$ cat config.mk
export PLATFORM = sky130hd
export DESIGN_NAME = sar_search
export DESIGN_NICKNAME = d
export VERILOG_FILES = /design/src/rtl/sar_search.sv
export SDC_FILE = /design/constraint.sdc
export NUM_CORES = 1
export LEC_CHECK = 0
export ABC_AREA = 1
export BUFFER_PORTS_ARGS = -buffer_cell sky130_fd_sc_hd__buf_2
export CORE_MARGIN = 2
export CORE_UTILIZATION = 30
export DETAILED_ROUTE_END_ITERATION = 10
export HOLD_SLACK_MARGIN = 0.03
export PLACE_DENSITY_LB_ADDON = 0.08
export SETUP_SLACK_MARGIN = 0.5
export SLEW_MARGIN = 40
export SYNTH_ARGS = -nofsm -noshare
export SYNTH_HDL_FRONTEND = slang
export SYNTH_SLANG_ARGS = --single-unit
$ cat constraint.sdc
create_clock -name clk -period 4.3 [get_ports clk]
set_input_delay 0 -clock clk [delete_from_list [all_inputs] [get_ports clk]]
set_output_delay 0 -clock clk [all_outputs]
set_load 0.005 [all_outputs]
$ cat src/rtl/sar_search.sv
// Successive-approximation search controller: walks a trial code MSB-first against an
// external "trial <= reference" comparator and reports the largest code not above it.
module sar_search #(
  parameter int WIDTH  = 10,
  parameter int SETTLE = 0
) (
  input  logic             clk,
  input  logic             rst_n,
  input  logic             start,
  input  logic             abort,
  input  logic             cmp_le,
  output logic [WIDTH-1:0] trial,
  output logic             busy,
  output logic             done,
  output logic [WIDTH-1:0] result
);

  localparam int IDXW = (WIDTH > 1) ? $clog2(WIDTH) : 1;

  typedef enum logic [1:0] {
    S_IDLE,
    S_TEST,
    S_DONE
  } state_t;

  state_t           state_q, state_d;
  logic [WIDTH-1:0] code_q, code_d;
  logic [IDXW-1:0]  idx_q, idx_d;
  logic [3:0]       cnt_q, cnt_d;
  logic [WIDTH-1:0] result_q, result_d;
  logic [WIDTH-1:0] bitMask;
  logic             sampleNow;

  assign bitMask   = {{(WIDTH-1){1'b0}}, 1'b1} << idx_q;
  assign sampleNow = (cnt_q == 4'(SETTLE));

  always_ff @(posedge clk or negedge rst_n) begin
    if (!rst_n) begin
      state_q  <= S_IDLE;
      code_q   <= '0;
      idx_q    <= '0;
      cnt_q    <= '0;
      result_q <= '0;
    end else begin
      state_q  <= state_d;
      code_q   <= code_d;
      idx_q    <= idx_d;
      cnt_q    <= cnt_d;
      result_q <= result_d;
    end
  end

  // Abort wins over the final sample, so an aborted search never touches result.
  always_comb begin
    state_d  = state_q;
    code_d   = code_q;
    idx_d    = idx_q;
    cnt_d    = cnt_q;
    result_d = result_q;
    case (state_q)
      S_IDLE: begin
        if (start) begin
          code_d  = '0;
          idx_d   = IDXW'(WIDTH - 1);
          cnt_d   = '0;
          state_d = S_TEST;
        end
      end
      S_TEST: begin
        if (abort) begin
          state_d = S_IDLE;
        end else if (sampleNow) begin
          cnt_d = '0;
          if (cmp_le) begin
            code_d = code_q | bitMask;
          end
          if (idx_q == '0) begin
            result_d = cmp_le ? (code_q | bitMask) : code_q;
            state_d  = S_DONE;
          end else begin
            idx_d = idx_q - IDXW'(1);
          end
        end else begin
          cnt_d = cnt_q + 4'd1;
        end
      end
      S_DONE: begin
        state_d = S_IDLE;
      end
      default: begin
        state_d = S_IDLE;
      end
    endcase
  end

  always_comb begin
    trial = '0;
    busy  = 1'b0;
    done  = 1'b0;
    case (state_q)
      S_TEST: begin
        trial = code_q | bitMask;
        busy  = 1'b1;
      end
      S_DONE: begin
        done = 1'b1;
      end
      default: begin
      end
    endcase
  end

  assign result = result_q;

endmodule

# Yosys cells after proc, flatten, opt, wreduce, memory -nomap -nowiden

Index checks and enable logic that the tools add are counted.

Add/subtract/negate cells: 2
Shift-type cells: 1
Equal/unequal tests: 8
Reductions and logical operators: 9
Bitwise gates (word level): 2
Muxes and demuxes: 22

Operators by type and width:

| cell                                                                   | number |
|---|---|
| 10-bit two-way mux                                                     | 5 |
| 4-bit two-way mux                                                      | 7 |
| 10-bit one-hot mux with 2 select lines                                 | 1 |
| 4-bit one-hot mux with 2 select lines                                  | 2 |
| 10-bit OR                                                              | 1 |
| 1-bit by 4-bit left shift with 10-bit output (first input constant)    | 1 |
| 4-bit zero test                                                        | 2 |
| 2-bit two-way mux                                                      | 4 |
| 2-bit inequality test (second input constant)                          | 4 |
| 4-bit AND reduction                                                    | 2 |
| 3-bit inequality test (second input constant)                          | 2 |
| 3-bit AND reduction                                                    | 2 |
| 5-bit AND reduction                                                    | 1 |
| 4-bit by 1-bit adder with 4-bit output (second input constant)         | 1 |
| 2-bit one-hot mux with 2 select lines                                  | 1 |
| 4-bit by 1-bit subtractor with 4-bit output (second input constant)    | 1 |
| 2-bit by 1-bit equality test with 1-bit output (second input constant) | 1 |
| 2-bit equality test (second input constant)                            | 1 |
| 2-bit zero test                                                        | 1 |
| 1-bit two-way mux                                                      | 2 |
| 2-bit nonzero test                                                     | 1 |
| 1-bit NOT                                                              | 1 |

Register bits: 30

# Longest topological paths before layout

Gate-level depths: netlist of run 1.

Word-level depth: 6
Mapped depth: 8
Mapped depth without buffers: 8

# Worst setup path after synthesis of run 1

Ideal clock, no wire load.

Path kind: register to register
Start point: reg idx_q[0]
End point: reg result_q[0], in the netlist result[0]
Setup slack: 2,876 ps
Path buffers: 1
Cell stages (with the launch flop): 9
Data arrival time: 1,308 ps
Setup time: 116 ps
Clock period less this slack: 1,424 ps
Cells stage by stage: dfrtp_1 inv_1 ha_1 nand2_4 nor2_4 nand2_4 buf_6 nand2_1 nand2_1

Word-level cells in the longest chain between the ends: 3
Elaborated cells between the ends (all ways): 5
Those cells by class: 1 x shift; 1 x mux; 1 x bitwise; 2 x reduce/logical

RTL lines:

| element                                      | line | text |
|---|---|---|
| start, declared                              | 28   | `logic [IDXW-1:0] idx_q, idx_d;` |
| start signal, assigned                       | 47   | `idx_q <= idx_d;` |
| 1-bit by 4-bit left shift with 10-bit output | 34   | `assign bitMask = {{(WIDTH-1){1'b0}}, 1'b1} << idx_q;` |
| 10-bit OR                                    | 78   | `result_d = cmp_le ? (code_q \| bitMask) : code_q;` |
| 10-bit two-way mux                           | n/a  |  |
| end signal, assigned                         | 49   | `result_q <= result_d;` |
| end, declared                                | 30   | `logic [WIDTH-1:0] result_q, result_d;` |

Parallel ways exist; a longest one is shown, timed or not.
A chain may end at the register's enable or synchronous reset.

# Worst setup path after layout of run 1

Start point: reg idx_q[0]
End point: reg result_q[3], in the netlist result[3]

The elaborated chain is that of the path after synthesis.

==> flow_metrics.py, run 1 <==
metrics = {
    "logic_synthesis": {
        "synth.top_cell.area_share": 0.434,
        "synth_area_sq_um": 1730,
        "synth-seq-area-share": 0.434,
        "ys_ff_latch": 30,
        "synth_area_leaders": "dfrtp_1 (43%), nand2_1 (15%), nand3_1 (6.1%), ha_1 (5.1%), inv_1 (4.6%)",
        "synth_compound_area_frac": 0.125,
        "ys.flop_type": "dfrtp_1",
        "synth_cell_types": 25,
        "synth_largest_area_cell": "dfrtp_1",
        "yosys.area_share.adder": 0.0507,
        "yosys.area_share.simple": 0.301,
        "asyncSetResetFlopFracSynth": 1.00,
        "post_synth.cell_area_avg_sq_um": 8.16,
        "synth_cells": 212,
        "synth_edf_count": 0,
        "synthMuxAreaShare": 0,
        "synth_top_family_by_area": "simple AND/OR/NAND/NOR gates",
        "synth_fp_nets": 224,
        "synth-xor-area-share": 0.0101,
        "ys_warn_count": 0,
    },
    "run_status": {
        "run_status": "finished, final reports clean",
    },
    "worst_setup_path": {
        "rrSetupSlack_ns": 2.64,
        "cp.arrival_ns": 1.88,
        "cpPeakStageDelay_ns": 0.43,
        "required_ns": 4.52,
        "end_kind": "flop",
        "path_depth": 8,
        "crit_path_start_kind": "flop",
        "path_class": "reg2reg",
        "startpoint": "idx_q[0]",
        "path_max_fanout": 17,
        "critical-path-top-delay-family": "simple AND/OR/NAND/NOR gates",
        "cp_num_buf_inv": 2,
        "path_cells": "inv_1, ha_1, nand2_4, nor2_4, nand2_4, inv_2, nand2_1, nand2_1",
        "rr_endpoint": "result[3]",
        "critPathCapture": "result[3]",
        "ff2ff_path_depth": 8,
        "reg2reg_from": "idx_q[0]",
        "cpMaxStageDelayCell": "dfrtp_1",
    },
    "layout": {
        "fin_nets": 252,
        "final_util": 0.362,
        "layout_commonest_cell": "nand2_1",
        "diodes": 0,
        "drive_gt1_frac": 0.241,
        "most-common-layout-cells": "nand2_1 (67), dfrtp_1 (30), buf_2 (25)",
        "area_delta_synth_final_pct": 16.1,
    },
    "sta": {
        "finalSetupViolations": 0,
        "relSlewSlack": 0.693,
        "setup-tns-final_ns": 0,
        "max_freq_mhz": 601,
        "slew_viol_final": 0,
        "period_share": 0.387,
        "finalHoldViolations": 0,
        "fin_worst_skew_ns": 0.00516,
        "fin_crit_ns": 1.66,
        "grt_setup_unrepaired": "no",
        "worstMarginPinSlew_ns": 0.459,
    },
    "pwr": {
        "p_per_area_nw_per_um2": 584,
        "combPwrFrac": 0.449,
        "clock_power_share": 0.199,
        "leakage_nw": 1.06,
        "peakVddDrop_uv": 166,
        "p_sw_mw": 0.529,
        "seq_power_share": 0.352,
        "netSwitchingFraction": 0.452,
        "internal_power_mw": 0.642,
    },
    "grt": {
        "grt_antenna_before_repair": 0,
        "grt_first_pass_wirelength_um": 6730,
        "overflow": 0,
        "grt_use_total": 0.143,
        "grt_max_degree": 31,
        "grt_pass1_vias": 1330,
    },
    "clock_tree": {
        "post_cts_resized": 0,
        "h-tree-depth": 2,
        "clockBufferDepth": 2,
        "clock_latency_ns": 0.27,
        "cts_setup_buffers": 0,
        "cts_hold_buf": 1,
        "cts_buffers": 5,
        "cts_tree": "yes",
        "cts_root_buf": "clkbuf_8",
        "clk_pin_slew_ns": 0.06,
        "clock-sinks": 30,
    },
    "die": {
        "start_util": 0.312,
        "core_sq_um": 5540,
        "io_pins": 27,
        "die_h_um": 79.9,
        "row_count": 27,
        "die_w_um": 79.9,
        "die_area_sq_um": 6390,
    },
    "route": {
        "drt_wl_total_um": 4140,
        "wl_per_cell_um": 13.2,
        "dr_total_vias": 1460,
        "firstDrtPassIters": 5,
        "postRouteAntennaNets": 0,
        "first_iter_violations": 40,
        "drc": 0,
        "routed_via_density": 4.66,
    },
    "placement": {
        "hpwl_um": 2950,
        "finalWeightedCongestion": 0.745,
        "numPortBuffers": 26,
    },
    "min_path": {
        "min_path_type": "in2reg",
    },
    "run": {
        "cap_violations": 0,
    },
}
==> state kept, by name (all words and copies together), names as in the netlist <==
| register | count |
|---|---|
| cnt_q | 4 |
| code_q | 10 |
| idx_q | 4 |
| result | 10 |
| state_q | 2 |
==> final cells by class <==
type                            instances  area, sq um
Clock inverter                          1         5.00
Fill cell                             578         3530
Timing Repair Buffer                   27          143
Multi-Input combinational cell        152          842
Clock buffer                            7         86.3
Inverter                               24         90.1
Tap cell                               72         90.1
Sequential cell                        30          751
==> worst min-delay path by stage <==
| stage | start | endpoint | slack, ns | cells after the start |
|---|---|---|---|---|
| 6_report | abort | state_q[0] | 0.11 | 4 |
| 5_1_grt | start | state_q[0] | 0.13 | 3 |
| 4_1_cts | abort | state_q[0] | 0.1 | 4 |
| 3_5_place_dp | rst_n | code_q[2] | 0.11 | 1 |
| 3_3_place_gp | rst_n | code_q[2] | 0.12 | 1 |
| 2_1_floorplan | rst_n | cnt_q[0] | -0.30 | 0 |
==> metrics by stage <==
stage                     std cells  worst slack, ns  hold WS (ns)  cell area (sq um)  power [mW]
after CTS                       313             2.63        0.0997               2000        1.19
after global routing            313             2.49         0.130               2010        1.28
final                           313             2.64         0.110               2010        1.17
after detailed placement        304             2.63         0.113               1900       0.948
after floorplan                 212             2.88        -0.296               1730       0.814
after global placement          304             2.60         0.120               1900       0.950
==> power groups by stage <==
| stage | Sequential [mW] | Clock, mW | Combinational, mW |
|---|---|---|---|
| 4_1_cts | 0.412 | 0.243 | 0.534 |
| 6_report | 0.412 | 0.233 | 0.525 |
| 3_5_place_dp | 0.417 | 0 | 0.531 |
| 5_1_grt | 0.423 | 0.262 | 0.596 |
| 2_1_floorplan | 0.399 | 0 | 0.415 |
| 3_3_place_gp | 0.416 | 0 | 0.534 |
==> per-layer routing <==
metal  part of all wire  track usage
met5                  0            0
met4              0.012       0.0475
met3              0.048       0.0441
met2               0.47        0.215
met1               0.47        0.196
==> logic make-up after synthesis <==
group | after synthesis
fa+ha+maj | 7
xor+xnor | 2
buf+inv | 30
flops | 30
simple gates | 109
compound gates | 34
==> synthesized netlist by cell type (4+ instances only) <==
master   count
a21oi_2      5
nand2_4      4
nand3_1     21
nand4_1      4
nand2_1     67
inv_1       21
a21oi_1     10
o21ai_0      6
ha_1         7
nor2_1       6
o21ai_1      5
o21ai_2      6
dfrtp_1     30
==> worst reg2reg max path: cells and delay by family, from the launching register on <==
family        cells  cell delay, ns
buf+inv           2            0.34
fa+ha+maj         1            0.32
flops             1            0.43
simple gates      5            0.52
Note: power is estimated with default switching activity, not from simulation.
==> inputs of run 2 (changes only) <==
- ABC_AREA: 1 -> 0
- clock period: 4.3 -> 1.65 ns (I/O delays scaled with it)
==> flow_metrics.py, run 2 <==
metrics = {
    "layout": {
        "area_delta_synth_final_pct": 67.9,
        "multi_input_area_sq_um": 990,
        "fin_nets": 256,
        "fillCellCount": 466,
        "seqCellArea_sq_um": 752,
        "most-common-layout-cells": "dfrtp_1 (29), nor2_1 (28), buf_4 (26)",
        "diodes": 0,
        "layout_commonest_cell": "dfrtp_1",
        "final_util": 0.517,
        "drive_gt1_frac": 0.535,
    },
    "logic_synthesis": {
        "synth.top_cell.area_share": 0.483,
        "synth_largest_area_cell": "dfrtp_1",
        "asyncSetResetFlopFracSynth": 1.00,
        "synth_cell_types": 33,
        "yosysMostFrequentCell": "nor2_1",
        "synth-seq-area-share": 0.483,
        "ys_warn_count": 0,
        "synth_area_leaders": "dfrtp_1 (48%), a21oi_1 (9.7%), nor2_1 (7.7%), ha_1 (5.6%), a31oi_1 (3.6%)",
        "synth_cells": 168,
        "synth_area_sq_um": 1550,
        "ys.flop_type": "dfrtp_1",
        "synth_edf_count": 0,
        "synth_fp_nets": 180,
        "synth_commonest_cells": "nor2_1 (32), a21oi_1 (30), dfrtp_1 (30)",
        "ys_ff_latch": 30,
        "post_synth.cell_area_avg_sq_um": 9.24,
    },
    "die": {
        "row_count": 26,
        "start_util": 0.308,
        "die_w_um": 75.9,
        "die_h_um": 75.9,
        "core_sq_um": 5040,
        "die_area_sq_um": 5770,
        "io_pins": 27,
    },
    "clock_tree": {
        "clockBufferDepth": 2,
        "cts_root_buf": "clkbuf_8",
        "clk_pin_slew_ns": 0.07,
        "clock-sinks": 30,
        "cts_buffers": 5,
        "clock_latency_ns": 0.28,
        "h-tree-depth": 2,
        "cts_tree": "yes",
    },
    "run_status": {
        "run_status": "finished with violations",
        "violations": "setup timing",
    },
    "sta": {
        "fin_worst_skew_ns": 0.00414,
        "fin_crit_ns": 1.87,
        "max_freq_mhz": 535,
        "slew_viol_final": 0,
        "finalHoldViolations": 0,
        "relSlewSlack": 0.516,
        "period_share": 1.13,
        "grt_setup_unrepaired": "yes",
        "fin_ws_ns": -0.219,
        "worstMarginPinSlew_ns": 0.725,
        "whs_ns": 0.0907,
        "finalSetupViolations": 25,
    },
    "placement": {
        "finalWeightedCongestion": 0.830,
        "hpwl_um": 2980,
        "pre_cts_slack_ns": -0.177,
        "numPortBuffers": 26,
    },
    "worst_setup_path": {
        "end_kind": "flop",
        "cpPeakStageDelay_ns": 0.39,
        "crit_path_start_kind": "flop",
        "critical-path-top-delay-family": "simple AND/OR/NAND/NOR gates",
        "required_ns": 1.86,
        "path_max_fanout": 5,
        "ff2ff_path_depth": 8,
        "cp.arrival_ns": 2.08,
        "path_class": "reg2reg",
        "cp_num_buf_inv": 3,
        "path_depth": 8,
        "path_cells": "inv_2, ha_2, or3b_4, a221oi_4, buf_6, buf_8, a31oi_4, nor2_2",
        "startpoint": "cnt_q[1]",
        "reg2reg_from": "cnt_q[1]",
        "cpMaxStageDelayCell": "dfrtp_1",
    },
    "grt": {
        "grt_use_total": 0.171,
        "grt_first_pass_wirelength_um": 7830,
        "grt_pass1_vias": 1526,
        "overflow": 0,
        "grt_max_degree": 31,
        "grt_antenna_before_repair": 0,
    },
    "route": {
        "first_iter_violations": 42,
        "postRouteAntennaNets": 0,
        "firstDrtPassIters": 4,
        "routed_via_density": 4.96,
        "drc": 0,
        "dr_total_vias": 1561,
        "drt_wl_total_um": 4920,
        "wl_per_cell_um": 15.6,
    },
    "min_path": {
        "min_path_cells": 3,
        "holdCritStartpoint": "start",
        "min_path_type": "in2reg",
    },
    "run": {
        "cap_violations": 0,
    },
    "pwr": {
        "p_per_area_nw_per_um2": 1580,
        "leakage_nw": 1.18,
        "peakVddDrop_uv": 527,
    },
}
-- run 2: layout make-up --
type / count / share of cell area
Sequential cell: 30 / 0.288
Timing Repair Buffer: 79 / 0.249
Clock inverter: 1 / 0.00192
Multi-Input combinational cell: 120 / 0.380
Clock buffer: 7 / 0.0331
Tap cell: 70 / 0.0336
Inverter: 8 / 0.0144
-- run 2: worst paths after layout --
path                               to  slack (ns)
max in group asynchronous  state_q[0]        0.84
min                        state_q[0]        0.09
max reg2reg                 code_q[5]       -0.22
max                         code_q[5]       -0.22
min in group asynchronous   result[2]        0.31
min reg2reg                 result[6]        0.52
-- run 2: layer usage --
metal,share of wire,global-route usage,routed length [um]
met1,0.43,0.210,2090
met2,0.53,0.295,2620
met3,0.030,0.0369,150
met4,0.012,0.0600,61
met5,0,0,0
-- run 2: kinds of logic after synthesis --
logic type                 count (synthesis)  share of synthesized area
AOI/OAI and AO/OA                         55                      0.220
adders and majority gates                  7                     0.0564
buffers and inverters                     18                     0.0508
DFF                                       30                      0.483
muxes                                      1                    0.00645
and+or+nand+nor                           57                      0.183
-- run 2: report_power, final --
group | leakage (nW) | switching (mW) | total, mW | internal, mW
Combinational | 0.746 | 1.15 | 2.37 | 1.22
Sequential | 0.387 | 0.165 | 1.12 | 0.959
Clock | 0.0482 | 0.286 | 0.622 | 0.336
Total | 1.18 | 1.60 | 4.12 | 2.52
-- run 2: stage by stage --
stage	total power, mW	instance area [sq um]	instances	setup TNS [ns]
2_1_floorplan	1.95	1590	168	-3.25
3_3_place_gp	2.55	1950	279	-2.11
3_5_place_dp	2.56	1950	279	-3.01
4_1_cts	3.84	2450	311	-2.67
5_1_grt	4.38	2610	315	-5.57
6_report	4.12	2610	315	-3.86
-- run 2: timing repair --
| item | 4_1_cts | 5_1_grt |
|---|---|---|
| buffers inserted | 21 | 4 |
| endpoints found under the setup margin | 41 | 42 |
| endpoints found under the hold margin | 31 | 0 |
| pin swaps | 12 | 22 |
| gates resized for setup | 55 | 24 |
| hold buffers | 2 | 0 |
| cloned | 1 | 0 |
-- run 2: tightest hold or removal path: stages --
cell	delay [ns]
buf_2	0.11
nand2_1	0.12
o31ai_1	0.10
==> inputs of run 3 (changes only) <==
- CORE_UTILIZATION: 30 -> 50
- MAX_ROUTING_LAYER: not set -> met4
- SLEW_MARGIN: 40 -> 20
==> flow_metrics.py, run 3 (synthesis results as in run 2) <==
metrics = {
    "min_path": {
        "min_path_cells": 5,
        "min_path_type": "in2reg",
        "min_to": "cnt_q[2]",
        "holdCritStartpoint": "start",
    },
    "route": {
        "dr_total_vias": 1801,
        "wl_per_cell_um": 22.2,
        "postRouteAntennaNets": 0,
        "firstDrtPassIters": 4,
        "drc": 0,
        "drt_wl_total_um": 6300,
        "routed_via_density": 6.34,
        "first_iter_violations": 134,
    },
    "die": {
        "io_pins": 27,
        "die_area_sq_um": 3570,
        "die_w_um": 59.7,
        "row_count": 20,
        "start_util": 0.517,
        "die_h_um": 59.7,
        "core_sq_um": 3000,
    },
    "clock_tree": {
        "clk_pin_slew_ns": 0.11,
        "cts_root_buf": "clkbuf_4",
        "clock-sinks": 30,
        "clockBufferDepth": 2,
        "h-tree-depth": 2,
        "cts_buffers": 5,
        "clock_latency_ns": 0.35,
        "cts_tree": "yes",
    },
    "layout": {
        "most-common-layout-cells": "buf_4 (32), dfrtp_1 (29), buf_2 (26)",
        "area_delta_synth_final_pct": 75.0,
        "drive_gt1_frac": 0.618,
        "fin_nets": 263,
        "diodes": 0,
        "final_cells": 284,
        "layout_commonest_cell": "buf_4",
    },
    "grt": {
        "grt_use_total": 0.322,
        "met3_usage": 0.0931,
        "grt_max_degree": 31,
        "grt_use_met1": 0.398,
        "overflow": 0,
        "grt_pass1_vias": 1655,
        "grt_antenna_before_repair": 0,
        "grt_first_pass_wirelength_um": 8160,
        "busiest_layer": "met2",
        "grt_util_met2": 0.491,
    },
    "pwr": {
        "p_per_area_nw_per_um2": 1630,
        "peakVddDrop_uv": 1270,
        "leakage_nw": 1.24,
    },
    "worst_setup_path": {
        "required_ns": 1.92,
        "cpMaxStageDelayCell": "dfrtp_1",
        "ff2ff_path_depth": 7,
        "end_kind": "flop",
        "cp.arrival_ns": 2.24,
        "cpPeakStageDelay_ns": 0.42,
        "rrSetupSlack_ns": -0.32,
        "path_max_fanout": 7,
        "cp_num_buf_inv": 2,
        "reg2reg_from": "cnt_q[0]",
        "critical-path-top-delay-family": "simple AND/OR/NAND/NOR gates",
        "crit_path_start_kind": "flop",
        "path_class": "reg2reg",
        "path_cells": "inv_2, ha_4, or3b_4, a221oi_4, buf_6, a31oi_4, nor2_2",
        "rr_endpoint": "code_q[7]",
    },
    "sta": {
        "relSlewSlack": 0.525,
        "fin_worst_skew_ns": 0.0247,
        "finalHoldViolations": 0,
        "period_share": 1.19,
        "grt_setup_unrepaired": "yes",
        "fin_crit_ns": 1.97,
        "max_freq_mhz": 509,
        "fin_ws_ns": -0.315,
        "finalSetupViolations": 26,
        "slew_viol_final": 0,
        "setup-tns-final_ns": -6.26,
        "worstMarginPinSlew_ns": 0.712,
    },
    "placement": {
        "pre_cts_slack_ns": -0.232,
        "dp_cells": 239,
        "hpwl_um": 2760,
        "numPortBuffers": 26,
        "finalWeightedCongestion": 0.798,
    },
    "run_status": {
        "violations": "setup timing",
        "run_status": "finished with violations",
    },
    "run": {
        "cap_violations": 0,
    },
}
==> run 3: cell types whose count changed in the layout (fill, tap and decap cells not counted), sizes merged <==
cell	change
buf	+4
clkinv	-1
bufinv	+1
dlygate4sd3	+2
==> run 3: power by group <==
group          internal (mW)  switching [mW]
registers              0.958           0.241
clock network          0.353           0.271
logic                   1.33            1.29
total                   2.64            1.80
==> run 3: what timing repair did <==
item	in CTS	in global routing
hold buffers	4	0
buffers inserted	15	15
pin swaps	9	18
gates cloned	3	1
hold endpoints to repair	32	0
gates resized for setup	58	55
setup endpoints to repair	41	42
==> run 3: layer usage <==
metal	routed length [um]	up-vias
li1	-	763
met1	2490	899
met2	3080	104
met3	447	35
met4	282	0
met5	0	-
==> run 3: how the worst max path moves through the flow <==
stage                   from        end  slack, ns  cells past startpoint
finish              cnt_q[0]  code_q[7]      -0.32                      7
global route        cnt_q[0]  code_q[6]      -0.38                      7
CTS                 cnt_q[1]   idx_q[1]      -0.17                      6
detailed placement  cnt_q[1]   idx_q[2]      -0.23                      8
global placement    cnt_q[1]   idx_q[2]      -0.14                      8
floorplan           cnt_q[0]   idx_q[1]      -0.18                      7
==> run 3: through the flow <==
step                cell area [sq um]  hold slack, ns  power (mW)   util
global placement                 1860          0.0709        2.46  0.620
detailed placement               1860          0.0778        2.52  0.620
CTS                              2340           0.162        3.71  0.780
finish                           2720           0.181        4.44  0.905
global route                     2720           0.183        4.66  0.905
floorplan                        1590          -0.296        1.95      -
==> run 3: cell type report <==
type / count / area [sq um]
Sequential cell: 30 / 752
Multi-Input combinational cell: 120 / 1100
Inverter: 8 / 35.0
Clock inverter: 1 / 30.0
Clock buffer: 6 / 51.3
Tap cell: 33 / 41.3
Timing Repair Buffer: 86 / 711
Fill cell: 118 / 285
==> run 3: worst register-to-register path, cell delays in order, from the launching register on <==
cell and delay (ns):
dfrtp_1 0.42, inv_2 0.09, ha_4 0.12, or3b_4 0.39, a221oi_4 0.42, buf_6 0.21
a31oi_4 0.10, nor2_2 0.14
